--- config.mk ---
export PLATFORM = sky130hd
export DESIGN_NAME = ram_pack_writer
export DESIGN_NICKNAME = d
export VERILOG_FILES = /design/src/rtl/ram_pkg.sv /design/src/rtl/ram_pack_writer.sv
export SDC_FILE = /design/constraint.sdc
export NUM_CORES = 1
export LEC_CHECK = 0
export ABC_CLOCK_PERIOD_IN_PS = 2300
export CAP_MARGIN = 20
export CORE_MARGIN = 3
export CORE_UTILIZATION = 48
export CTS_CLUSTER_SIZE = 30
export DETAILED_ROUTE_END_ITERATION = 7
export GPL_ROUTABILITY_DRIVEN = 1
export GPL_TIMING_DRIVEN = 0
export MAX_ROUTING_LAYER = met4
export PLACE_DENSITY = 0.86
export RECOVER_POWER = 100
export REMOVE_ABC_BUFFERS = 1
export SETUP_SLACK_MARGIN = 0.1
export SYNTH_ARGS = -nofsm -noshare
export SYNTH_HDL_FRONTEND = slang
export SYNTH_SLANG_ARGS = --single-unit
export TNS_END_PERCENT = 10
--- constraint.sdc ---
create_clock -name clk -period 2.3 [get_ports clk]
set_clock_uncertainty 0.1 [all_clocks]
set_input_delay 0.575 -clock clk [delete_from_list [all_inputs] [get_ports clk]]
set_output_delay 0.575 -clock clk [all_outputs]
set_load 0.01 [all_outputs]
--- src/rtl/ram_pkg.sv ---
// Shared definitions for the half-word packing writer and its matching reader-side control.
package ram_pkg;

  // Whether the writer currently holds an upper half waiting for its partner.
  typedef enum logic {
    EMPTY = 1'b0,
    HALF  = 1'b1
  } pack_state_t;

endpackage

--- src/rtl/ram_pack_writer.sv ---
// Packs pairs of half-word items into full RAM words and drives a dual-port RAM write port.
// First item of a pair lands in the upper half; flush pads a lone upper half with zeros.
module ram_pack_writer
  import ram_pkg::*;
#(
  parameter int DEPTH = 4,
  parameter int WIDTH = 8
) (
  input  logic               clk,
  input  logic               reset_n,
  input  logic               in_valid,
  output logic               in_ready,
  input  logic [WIDTH/2-1:0] in_data,
  input  logic               flush,
  input  logic               clear,
  output logic               wr_en,
  output logic [DEPTH-1:0]   writeAddr,
  output logic [WIDTH-1:0]   din,
  output logic [DEPTH:0]     word_count,
  output logic               full,
  output logic [DEPTH:0]     half_ptr
);

  localparam int HW = WIDTH / 2;
  localparam logic [DEPTH:0] CAPACITY = {1'b1, {DEPTH{1'b0}}};

  pack_state_t     state;
  logic [HW-1:0]   hold;
  logic [DEPTH-1:0] pointer;
  logic            accept;
  logic            do_write;
  logic [WIDTH-1:0] word;

  assign in_ready = !full && !clear;
  assign accept   = in_valid && in_ready;
  assign half_ptr = {pointer, state == HALF};

  // NOTE: every output of a combinational block gets a default first, so no path leaves it unassigned and infers a latch.
  always_comb begin
    do_write = 1'b0;
    word     = {hold, in_data};
    case (state)
      EMPTY: begin
        // A flushed lone item is written straight away as an upper half.
        if (accept && flush) begin
          do_write = 1'b1;
          word     = {in_data, {HW{1'b0}}};
        end
      end
      HALF: begin
        if (accept) begin
          do_write = 1'b1;
          word     = {hold, in_data};
        end else if (flush) begin
          do_write = 1'b1;
          word     = {hold, {HW{1'b0}}};
        end
      end
      default: ;
    endcase
  end

  // NOTE: state registers use non-blocking assignments so every register samples pre-edge values.
  always_ff @(posedge clk or negedge reset_n) begin
    if (!reset_n) begin
      state      <= EMPTY;
      hold       <= '0;
      pointer    <= '0;
      word_count <= '0;
      full       <= 1'b0;
      wr_en      <= 1'b0;
      writeAddr  <= '0;
      din        <= '0;
    end else if (clear) begin
      // din and writeAddr keep their last value; only the strobe drops.
      state      <= EMPTY;
      hold       <= '0;
      pointer    <= '0;
      word_count <= '0;
      full       <= 1'b0;
      wr_en      <= 1'b0;
    end else begin
      wr_en <= do_write;
      if (do_write) begin
        din        <= word;
        writeAddr  <= pointer;
        pointer    <= pointer + 1'b1;
        word_count <= word_count + 1'b1;
        full       <= (word_count + 1'b1) == CAPACITY;
        state      <= EMPTY;
      end else if (state == EMPTY && accept) begin
        hold  <= in_data;
        state <= HALF;
      end
    end
  end

endmodule

### Word level (Yosys, flattened, before mapping)

Index checks and enable logic that the tools add are counted.

* word-level logic and storage cells: 46
* input bits: 9
* register bits: 28
* output and inout port bits: 25

* $add $sub $neg: 2
* reduce and logical (&&, ||, !) cells: 11
* equal/unequal tests: 2
* bitwise logic cells: 2
* mux-type cells: 21

Operators with widths (count)
* $mux 4: 7
* $pmux 8 s2: 1
* $mux 5: 2
* $mux 1: 9
* $mux 8: 1
* $add 5x1->5 const B: 1
* $eq 5x5->1 const B: 1
* $add 4x1->4 const B: 1
* $logic_and 1x1->1: 4
* $reduce_and 2->1: 2
* $reduce_bool 2->1: 2
* $reduce_bool 3->1: 1
* $logic_not 1->1: 2
* $ne 2x2->1 const B: 1
* $not 1->1: 2
* $pmux 1 s2: 1

### Depth between registers and ports, before layout

* word-level depth: 8
* depth in mapped cells: 8
* depth with buffers taken out: 6

### Least setup slack after synthesis

No wires, ideal clock.

* path kind: input to output
* start: input port clear
* end: output port in_ready
* path slack: 0.388 ns
* required time: 1.625 ns
* cell stages on the path: 3
* data arrival time: 1.237 ns
* buffers on the path: 2
* cells stage by stage: clkbuf_1 buf_1 nor2_1

* longest elaborated chain between the ends: 2

Ends and longest elaborated chain
* from (decl): line ram_pack_writer.sv:15 `input logic clear,`
* $logic_not 1->1: line ram_pack_writer.sv:34 `assign in_ready = !full && !clear;`
* $logic_and 1x1->1: line ram_pack_writer.sv:34
* to (decl): line ram_pack_writer.sv:12 `output logic in_ready,`

Every way passes these cells.

### Worst setup path after layout

* start: input port in_valid
* end: register writeAddr[1]

* longest elaborated chain between the ends: 5
* elaborated cells between the ends (all ways): 6
* those cells by class: mux: 3; reduce/logical: 3

Ends and longest elaborated chain
* from (decl): line ram_pack_writer.sv:11 `input logic in_valid,`
* $logic_and 1x1->1 *: line ram_pack_writer.sv:35 `assign accept = in_valid && in_ready;`
* $logic_and 1x1->1: line ram_pack_writer.sv:45 `if (accept && flush) begin`
* $mux 1: line ram_pack_writer.sv:45
* $pmux 1 s2 *: line ram_pack_writer.sv:42 `case (state)`
* $reduce_and 2->1 (no line) *
* to (signal assigned): line ram_pack_writer.sv:86 `writeAddr <= pointer;`
* to (decl): line ram_pack_writer.sv:17 `output logic [DEPTH-1:0] writeAddr,`

Every way passes the cells marked *; elsewhere a longest branch is shown, timed or not.
A chain may end at the register's enable or synchronous reset.

==> impl_results.md <==
- Status: finished clean
- I/O pin count: 34
- Post-place setup slack: -0.612 ns
- #FFs+latches synth: 28
- FILL cells: between 200 and 250
- Synth Area in Adders: 2.78%
- Final period util: around 94%
- Routability congestion estimate: 0.802
- Yosys top cell by area: dfrtp_1
- Multiplexer share of the synthesized area: 12.4%
- Row count: 18
- Setup crit end kind: flip-flop
- WP data required: around 2.4 ns
- Grt ovf: 0
- Mapped Area: 1350 sq um
- Drt pass-1 iters: 4
- Die area: 3490 sq um
- Post-synthesis sequential area ratio: between 50% and 60%
- Post-synth top flop: dfrtp_1
- First-pass GRT wire length: between 4000 and 5000 um
- VDD IR max: 0.425 mV
- Simple-Gate Fraction of Synth Area: roughly 15%
- Worst EP arrival: 2.29 ns
- Post-Synth XOR/XNOR Area: under 10%
- Input/output buffers: 33
- Max Fclk: 0.463 GHz
- Top cells by area, synth: dfrtp_1, mux2i_1, nor2_1, mux2_2, xnor2_1
- Routed len/inst: roughly 15 um
- Vias per cell: ~5.4
- Total number of vias: roughly 960
- Bufs on Longest Clock Path: 2
- Largest net degree at the start of global routing: 24
- Initial drt markers: 12
- Post-CTS Setup Repair Bufs: 0
- Fin cells: 176
- Drc violations: 0
- Clk sinks: 28
- Worst-path fanout max: 14
- Async set-or-reset flop fraction in the synthesized netlist: 100%
- WS Path Type: in -> reg
- Post-route ant nets: 0
- Pwr Density: 615 nW/um^2
- Placeable core area: 2570 sq um
- Layout area overhead: 26.2%
- Worst Slack Setup Final: 0.142 ns
- Root buf cell: clkbuf_4
- Multi-input gate area: 577 sq um
- Final setup viols: 0
- HP Class: reg -> reg
- DIE WIDTH: about 60 um
- Initial antenna violation count: 0
- Post-DP HPWL: roughly 1900 um
- Worst slew pin tran: 0.957 ns
- Vias in the first global route: 978
- Reg area: approximately 700 sq um
- Worst setup SP type: input pin
- Final worst path period need: 2.16 ns
- Syn_area_per_cell: 11.9 sq um
- Clock tree from TritonCTS: done
- Overall fraction of global-route tracks in use: 17.3%
- Cts bufs inserted: 3
- H-tree Lvls: 1
- Largest family of logic cells by synthesized area: simple AND/OR/NAND/NOR gates
- Final hold vios: 0
- Max-slew violation count: 0
- EDFF count, synth: 0
- Share of cells above drive strength 1: 10.3%
- Die extent in y: 59.1 um
- Post-synth top area share: 51.8%
- WL final: 2690 um
- Maximum capacitance violations: 0
- Rel. slew slack: 36.2%
- Initial core utilization: 52.7%
- Cells after Synth: ~110
- Post-synth cell types: 36
- Synth warn: 0
- Post-Place Cells: approximately 170
- Clock insertion delay at the later pin of the skew report: 0.32 ns
- Pleak: 0.000833 uW
- Antenna diode count: 0
- Nets: 159
- Clk slew on worst S/H paths: approximately 0.15 ns
- RSZ-0062 raised after global routing: yes
- Synth Area in Compound Gates: approximately a tenth
## cells by family after synthesis
group,after synthesis
xor+xnor,7
compound gates,16
flops,28
buf+inv,8
simple gates,36
fa+ha+maj,3
mux,16
## sequential cells by signal (all words and copies together), names as in the netlist
| register | cells |
|---|---|
| din | 8 |
| full | 1 |
| hold | 4 |
| pointer | 4 |
| state | 1 |
| word_count | 5 |
| wr_en | 1 |
| writeAddr | 4 |
## path summary, 6_finish.rpt
| kind | end | from | cells past startpoint | slack [ns] |
|---|---|---|---|---|
| max in group asynchronous | din[4] | reset_n | 2 | 0.31 |
| max | writeAddr[1] | in_valid | 6 | 0.14 |
| min | din[2] | din[2] | 1 | 0.42 |
| min reg2reg | din[2] | din[2] | 1 | 0.42 |
| min in group asynchronous | word_count[3] | reset_n | 1 | 0.55 |
| max reg2reg | writeAddr[1] | full | 5 | 0.32 |
## what timing repair did
item / 4_1_cts / 5_1_grt
hold buffers: 0 / 0
gates resized for setup: 5 / 2
endpoints found under the setup margin: 12 / 6
## synthesized netlist by cell type (all sizes together) (2+ instances only)
cell type and instances:
nor2 19, dfrtp 28, nand3 2, ha 3, nor3 3, nand4 2, mux2 6, buf 5
mux2i 10, inv 2, nand2b 3, xnor2 5, a21oi 6, a22o 4, xor2 2, nand2 2
a211oi 2, nor2b 2
## stage by stage
stage	util (%)	total power (uW)	hold WS (ns)	cell area, sq um	setup TNS, ns
after floorplan	-	646	0.179	1300	0
after global placement	65.1	753	0.387	1670	-5.03
after detailed placement	66.2	767	0.396	1700	-6.14
after CTS	68.0	1090	0.431	1750	0
after global routing	66.5	1110	0.434	1710	0
final	66.5	1050	0.419	1710	0
## final cells by class
cell class	instances	share of cell area, %
clock buffer	3	1.32
multi-input combinational	78	33.8
sequential	28	41.1
clock inverter	1	1.76
inverter	2	0.440
tap	30	2.20
timing repair buffer	34	19.4
## report_power, final
part	switching (uW)	leakage, uW	internal (uW)
clock network	142	0.0000279	176
registers	24.3	0.000376	527
logic	87.9	0.000429	92.2
total	254	0.000833	795
## worst max-delay path, cell delays in order
cell	delay, ns
clkdlybuf4s50_1	0.46
nand2b_1	0.24
a21oi_4	0.28
nand2b_2	0.13
inv_2	0.23
mux2_2	0.37
## layer usage
layer | global-route usage, % | wire length (um)
met5 | - | 0
met4 | 8.09 | 46
met3 | 2.40 | 120
met2 | 27.8 | 1330
met1 | 21.6 | 1190
## cells in the final DEF, fill, tap and decap left out, drive strengths merged, types with 3 or more instances in the layout
cell / n
nor2: 19
clkdlybuf4s50: 7
mux2: 6
nand2b: 3
dlygate4sd3: 25
clkbuf: 5
ha: 3
a22o: 4
xnor2: 5
a21oi: 6
dfrtp: 28
nor3: 3
mux2i: 10
(Power assumes the default switching activity.)
